--- config.mk ---
export PLATFORM = sky130hd
export DESIGN_NAME = shifter_unit
export DESIGN_NICKNAME = d
export VERILOG_FILES = /design/src/rtl/shifter_unit.sv
export SDC_FILE = /design/constraint.sdc
export NUM_CORES = 1
export LEC_CHECK = 0
export CAP_MARGIN = 20
export CORE_ASPECT_RATIO = 1.5
export CORE_MARGIN = 4
export CORE_UTILIZATION = 54
export CTS_BUF_LIST = sky130_fd_sc_hd__clkbuf_8
export CTS_CLUSTER_SIZE = 20
export DETAILED_ROUTE_END_ITERATION = 10
export PLACE_DENSITY = 0.94
export SYNTH_ARGS = -nofsm -noshare
export SYNTH_HDL_FRONTEND = slang
export SYNTH_SLANG_ARGS = --single-unit
--- constraint.sdc ---
create_clock -name clk -period 2 [get_ports clk]
set_input_delay 0.4 -clock clk [delete_from_list [all_inputs] [get_ports clk]]
set_output_delay 0.4 -clock clk [all_outputs]
set_load 0.005 [all_outputs]
--- src/rtl/shifter_unit.sv ---
// ---------------------------------------------------------------------------
// shifter_unit
//
// Multi-cycle shift/rotate unit producing the shifter operand for the
// accumulator source-select stage ("ACC NZ SH" path). An operation is
// requested with a one-cycle start strobe. The working register then moves
// one bit position per clock. The final result and carry are published
// together on entry to DONE, where they stay until the next accepted start.
//
// Optional feature macro: SHIFTER_ROTATE_EN
//    defined     : mode 10 rotates, mode 11 rotates through carry
//    not defined : modes 10/11 act as logical shifts in the requested
//                  direction, and carry_in only matters for amount 0
//
// Parameters
//    WIDTH      operand/result width
//    CNT_W      shift-amount width (max amount 2**CNT_W-1)
//
// Ports
//    clk        rising-edge clock
//    rst        synchronous active-high reset
//    start      request strobe, accepted in IDLE or DONE
//    sh_in      operand
//    sh_amt     number of bit positions to shift
//    sh_dir     0 = left, 1 = right
//    sh_mode    00 logical, 01 arithmetic, 10 rotate, 11 rotate-through-carry
//    carry_in   initial working carry (rotate-through-carry and amount 0)
//    sh_out     registered result, updated only on DONE entry or reset
//    carry_out  registered last bit shifted out
//    busy       high while shifting
//    done       one-cycle pulse when sh_out/carry_out are valid
// ---------------------------------------------------------------------------
module shifter_unit #(
   parameter int WIDTH = 8,
   parameter int CNT_W = 3
) (
   input  logic             clk,
   input  logic             rst,
   input  logic             start,
   input  logic [WIDTH-1:0] sh_in,
   input  logic [CNT_W-1:0] sh_amt,
   input  logic             sh_dir,
   input  logic [1:0]       sh_mode,
   input  logic             carry_in,
   output logic [WIDTH-1:0] sh_out,
   output logic             carry_out,
   output logic             busy,
   output logic             done
);

   localparam logic [1:0] MODE_LOGIC = 2'b00;
   localparam logic [1:0] MODE_ARITH = 2'b01;
`ifdef SHIFTER_ROTATE_EN
   localparam logic [1:0] MODE_ROT   = 2'b10;
   localparam logic [1:0] MODE_RCC   = 2'b11;
`endif

   typedef enum logic [1:0] {
      IDLE  = 2'b00,
      SHIFT = 2'b01,
      DONE  = 2'b10
   } state_t;

   state_t           state;
   state_t           state_next;

   logic [WIDTH-1:0] work_reg;
   logic [WIDTH-1:0] work_next;
   logic             work_carry;
   logic             carry_next;
   logic [CNT_W-1:0] cnt;
   logic [CNT_W-1:0] cnt_next;
   logic             dir_q;
   logic             dir_next;
   logic [1:0]       mode_q;
   logic [1:0]       mode_next;

   logic [WIDTH-1:0] step_reg;
   logic             step_carry;

   // State register.
   always_ff @(posedge clk) begin
      if (rst) begin
         state <= IDLE;
      end else begin
         state <= state_next;
      end
   end

   // One shift step of the working register. The plain shift is formed
   // first; arithmetic and rotate modes then overwrite only the bit that
   // enters the register, so every mode shares the same out-bit selection.
   always_comb begin
      step_reg   = work_reg;
      step_carry = work_carry;
      if (!dir_q) begin
         step_carry = work_reg[WIDTH-1];
         step_reg   = {work_reg[WIDTH-2:0], 1'b0};
      end else begin
         step_carry = work_reg[0];
         step_reg   = {1'b0, work_reg[WIDTH-1:1]};
         if (mode_q == MODE_ARITH) begin
            step_reg[WIDTH-1] = work_reg[WIDTH-1];
         end
      end
`ifdef SHIFTER_ROTATE_EN
      if (mode_q == MODE_ROT) begin
         if (!dir_q) begin
            step_reg[0] = work_reg[WIDTH-1];
         end else begin
            step_reg[WIDTH-1] = work_reg[0];
         end
      end else if (mode_q == MODE_RCC) begin
         // Nine-bit rotation of {carry, reg}: the old carry re-enters.
         if (!dir_q) begin
            step_reg[0] = work_carry;
         end else begin
            step_reg[WIDTH-1] = work_carry;
         end
      end
`endif
   end

   // Next-state and next working values. Working state holds by default;
   // a start accepted in IDLE or DONE loads a fresh operation, and start
   // is deliberately ignored while SHIFT is in progress.
   always_comb begin
      state_next = state;
      work_next  = work_reg;
      carry_next = work_carry;
      cnt_next   = cnt;
      dir_next   = dir_q;
      mode_next  = mode_q;
      case (state)
         IDLE, DONE: begin
            state_next = IDLE;
            if (start) begin
               work_next  = sh_in;
               carry_next = carry_in;
               cnt_next   = sh_amt;
               dir_next   = sh_dir;
               mode_next  = sh_mode;
               state_next = (sh_amt == '0) ? DONE : SHIFT;
            end
         end
         SHIFT: begin
            work_next  = step_reg;
            carry_next = step_carry;
            cnt_next   = cnt - CNT_W'(1);
            if (cnt == CNT_W'(1)) begin
               state_next = DONE;
            end
         end
         default: begin
            state_next = IDLE;
         end
      endcase
   end

   // Working registers and published result. The result registers load
   // the final working values on the very edge that enters DONE, so the
   // downstream select never sees an intermediate shift position.
   always_ff @(posedge clk) begin
      if (rst) begin
         work_reg   <= '0;
         work_carry <= 1'b0;
         cnt        <= '0;
         dir_q      <= 1'b0;
         mode_q     <= MODE_LOGIC;
         sh_out     <= '0;
         carry_out  <= 1'b0;
      end else begin
         work_reg   <= work_next;
         work_carry <= carry_next;
         cnt        <= cnt_next;
         dir_q      <= dir_next;
         mode_q     <= mode_next;
         if (state_next == DONE) begin
            sh_out    <= work_next;
            carry_out <= carry_next;
         end
      end
   end

   // Status flags decode the state register only, so they carry no
   // combinational path from the inputs.
   always_comb begin
      busy = (state == SHIFT);
      done = (state == DONE);
   end

endmodule
== After elaboration in Yosys (flattened, before gate mapping) ==
Index checks and enable logic that the tools add are counted.
Operators by class
  multiplexer cells: 13
  add/subtract/negate cells: 1
  reduce and logical (&&, ||, !) cells: 6
  equal/unequal tests: 6
Operators with widths (count)
  $mux W8: 2
  $pmux W8 S2: 1
  $mux W2: 3
  $pmux W3 S2: 1
  $eq A2 B1 Y1 const B: 2
  $eq A2 B2 Y1 const B: 2
  $pmux W2 S2: 1
  $reduce_and A2 Y1: 2
  $eq A3 B1 Y1 const B: 1
  $logic_not A3 Y1: 1
  $mux W1: 3
  $mux W3: 1
  $sub A3 B1 Y3 const B: 1
  $logic_not A2 Y1: 1
  $ne A2 B2 Y1 const B: 1
  $pmux W1 S2: 1
  $reduce_bool A2 Y1: 1
  $reduce_or A2 Y1: 1
Word-level totals
  register bits: 26
  word-level logic and storage cells: 34
  output and inout bits: 11
  input bits: 18

== Depth between registers and ports, before layout ==
  depth after elaboration: 5
  depth in mapped cells: 7
  depth with buffers taken out: 6

== Worst setup path after synthesis ==
No wires, ideal clock.
  path kind: input port to flip-flop
  start point: in sh_amt[1]
  end point: reg sh_out[6]
  library setup time: 0.079 ns
  stages: 5
  buffers on the path: 1
  setup slack: 0.522 ns
  data arrival time: 1.399 ns
  required time: 1.921 ns
  cell sequence: or3_4 o22ai_4 buf_8 nor2_2 a211oi_2
On the way
  word-level cells in the longest chain between the ends: 5
RTL lines
  from (decl): RTL line 41  | input logic [CNT_W-1:0] sh_amt,
  $logic_not A3 Y1: RTL line 143  | state_next = (sh_amt == '0) ? DONE : SHIFT;
  $mux W2: RTL line 143
  $mux W2: RTL line 137  | if (start) begin
  $pmux W2 S2: RTL line 134  | case (state)
  $eq A2 B2 Y1: RTL line 178  | if (state_next == DONE) begin
  to (signal assigned): RTL line 179  | sh_out <= work_next;
  to (decl): RTL line 45  | output logic [WIDTH-1:0] sh_out,
No other way between the ends.
A chain may end at the register's enable or synchronous reset.

== Worst setup path in the final report ==
  start point: reg state[0]
  end point: out busy
On the way
  word-level cells in the longest chain between the ends: 1
RTL lines
  from (decl): RTL line 64  | state_t state;
  from (signal assigned): RTL line 86  | state <= state_next;
  $eq A2 B1 Y1: RTL line 188  | busy = (state == SHIFT);
  to (decl): RTL line 47  | output logic busy,
No other way between the ends.

==> flow_summary.yaml <==
die:
  die_h_um: 67.3
  start_util_pct: 56.8
  rows: 21
  die-area_mm2: 0.00320
  core-area_mm2: 0.00223
  ios: 29
  die_w_um: 47.6
clock_network:
  cts_sinks: 26
  cts.path.max_buffers: 2
  cts_hold_buf: 0
  cts-buffers-inserted: 3
  worstSkewPairLatency_ps: 270
  cts_tree: "built"
  clk_pin_slew_ps: 80
  cts-root-buf: "clkbuf_8"
  cts_max_level: 1
timing:
  setup_tns_ps: 0
  finalSetupViolations: 0
  worst_clock_skew_ps: 1.24
  min_period_ps: 1870
  slew_headroom_pct: 65.9
  fin_crit_sh_pct: 93.4
  max_freq_mhz: 535
  finalHoldViolCount: 0
  rsz0062_at_grt: "no"
  tightest_slew_ps: 510
  drv_slew: 0
critical_path:
  worstSetupPathType: "reg -> out"
  cp.arrival_ps: 1470
  rrSetupSlack_ps: 490
  cpLargestDelayFamily: "buffers and inverters"
  crit_fanout: 11
  path_buf_inv: 2
  cp_data_required_time_ps: 1600
  max_stage_delay_ps: 520
  critical_path.slowest_cell: "clkdlybuf4s50_1"
  reg2reg_to: "sh_out[3]"
  end_kind: "output pin"
  startpoint_type: "flop"
  r2r_cells: 4
  cp_cell_sequence: "nand2b_1 -> inv_1 -> clkdlybuf4s50_1"
  reg2reg_from: "dir_q"
synthesis:
  synth_cells: 140
  synth-edff-count: 0
  syn_avg_cell_area_um2: 9.05
  yosys-top-cells-area: "dfxtp_1, nor2_1, mux2i_1, a211oi_1, o21a_1"
  yosys_warnings: 0
  synth_area_leader_cell: "dfxtp_1"
  syn-num-nets: 160
  synth_area_mm2: 0.00127
  ys_top_cells_by_count: "dfxtp_1, nor2_1, a211oi_1"
  synth_top_area_share_pct: 41.1
  yosysMostFrequentCell: "dfxtp_1"
  synth.ff_latch_count: 26
  async_flop_share_pct: 0
  synth_flop_cell: "dfxtp_1"
  synth_cell_types: 31
  ys_seq_area_share_pct: 41.1
grt:
  gr-usage-met3_pct: 3.20
  grt_pass1_wl_um: 4730
  overflow: 0
  busiest_layer: "met2"
  grt_max_degree: 17
  antenna_found_initial: 0
  grt_pass1_vias: 1161
  grtUsageMet2_pct: 39.4
  use_met1_pct: 20.1
  grt_usage_pct: 20.6
placement:
  gp_congestion: 0.823
  hpwl_um: 2250
  portBuffers: 28
  placedCellCount: 187
routing:
  drc: 0
  wl_per_cell_um: 15.4
  vias_per_cell: 5.82
  vias: 1111
  drtPass1Iterations: 4
  wirelength_um: 2930
  final_antenna_net_count: 0
  first_iter_violations: 36
power_and_ir_drop:
  ir_worst_vdd_uv: 723
  p_leak_nw: 0.594
  p_per_area_mw_per_mm2: 781
run:
  maxCapViolations: 0
layout:
  drive_gt1_share_pct: 12.5
  nets: 189
  seq_area_um2: 522
  fill_cells: 167
  diodes: 0
  areaGrowthSynthToFinish_pct: 29.2
  multi_input_area_um2: 663
  stdcell_count: 191
run_status:
  status: "completed"
worst_hold_path:
  worstHoldPathCells: 2
  worstHoldStart: "mode_q[0]"
  hold_path.class: "reg -> reg"
  whs_endpoint: "mode_q[0]"
[timing repair]
item | 4_1_cts | 5_1_grt
buffers inserted | 0 | 0
gates resized for setup | 0 | 1
setup endpoints to repair | 0 | 1
[final cells by class]
class	instances	area share, %
multi-input combinational	100	40.5
sequential	26	31.9
timing repair buffer	34	20.6
clock buffer	3	2.52
clock inverter	1	1.83
tap	23	1.76
inverter	4	0.917
[per-layer routing]
metal	vias up	part of all wire, %
li1	542	-
met1	532	38
met2	30	56
met3	7	3.2
met4	0	2.0
met5	-	0
[power by group]
group          internal [mW]  leakage, nW  switching, mW
Combinational          0.140        0.345          0.116
Sequential             0.559        0.213         0.0389
Clock                  0.268       0.0357          0.157
Total                  0.967        0.594          0.312
[logic make-up after synthesis]
kind of cell | after synthesis | share of synthesized area [%]
compound gates | 36 | 22.5
fa+ha+maj | 2 | 1.97
mux | 10 | 8.09
simple gates | 52 | 19.7
buf+inv | 14 | 6.61
flops | 26 | 41.1
[placed cells by master (no fill, tap or decap)]
cell and count:
mux2_2 2, dfxtp_1 25, buf_12 1, a211oi_1 10, nand3_1 4, nor2_1 24
nor2_2 2, a211oi_2 4, bufinv_16 1, o22ai_1 1, o21a_1 7, nand3b_1 2
nand2b_1 6, nor2b_1 3, mux2i_1 8, or3_4 1, a21oi_1 8, nand4b_1 1
dfxtp_2 1, ha_1 2, nand2_1 8, a2bb2oi_1 2, clkdlybuf4s50_1 28, o22ai_4 1
and2_1 1, buf_4 5, o221ai_1 1, a21boi_0 1, a22oi_1 1, inv_1 4
clkbuf_8 3
[metrics by stage]
step | power, mW | hold slack [ps] | setup slack, ps | util, % | cell area, um^2
2_1_floorplan | 0.756 | 431 | 522 | - | 1270
3_3_place_gp | 0.850 | 448 | 78.1 | 70.1 | 1570
3_5_place_dp | 0.864 | 457 | 8.53 | 70.1 | 1570
4_1_cts | 1.28 | 470 | 17.7 | 73.3 | 1640
5_1_grt | 1.34 | 481 | 39.3 | 73.3 | 1640
6_report | 1.28 | 469 | 131 | 73.3 | 1640
[worst min-delay path, delay by kind of cell (launching register included)]
family          cells  cell delay (ps)
compound gates      1               50
flops               1              320
simple gates        1               50
[worst max path at each step]
| stage | start | to | slack [ps] | cells past startpoint |
|---|---|---|---|---|
| detailed placement | sh_amt[1] | sh_out[3] | 9 | 6 |
| CTS | state[0] | busy | 20 | 3 |
| global route | state[0] | busy | 40 | 3 |
| global placement | sh_amt[1] | sh_out[2] | 80 | 6 |
| floorplan | sh_amt[1] | sh_out[6] | 520 | 5 |
| finish | state[0] | busy | 130 | 3 |
Note: power is estimated with default switching activity, not from simulation.
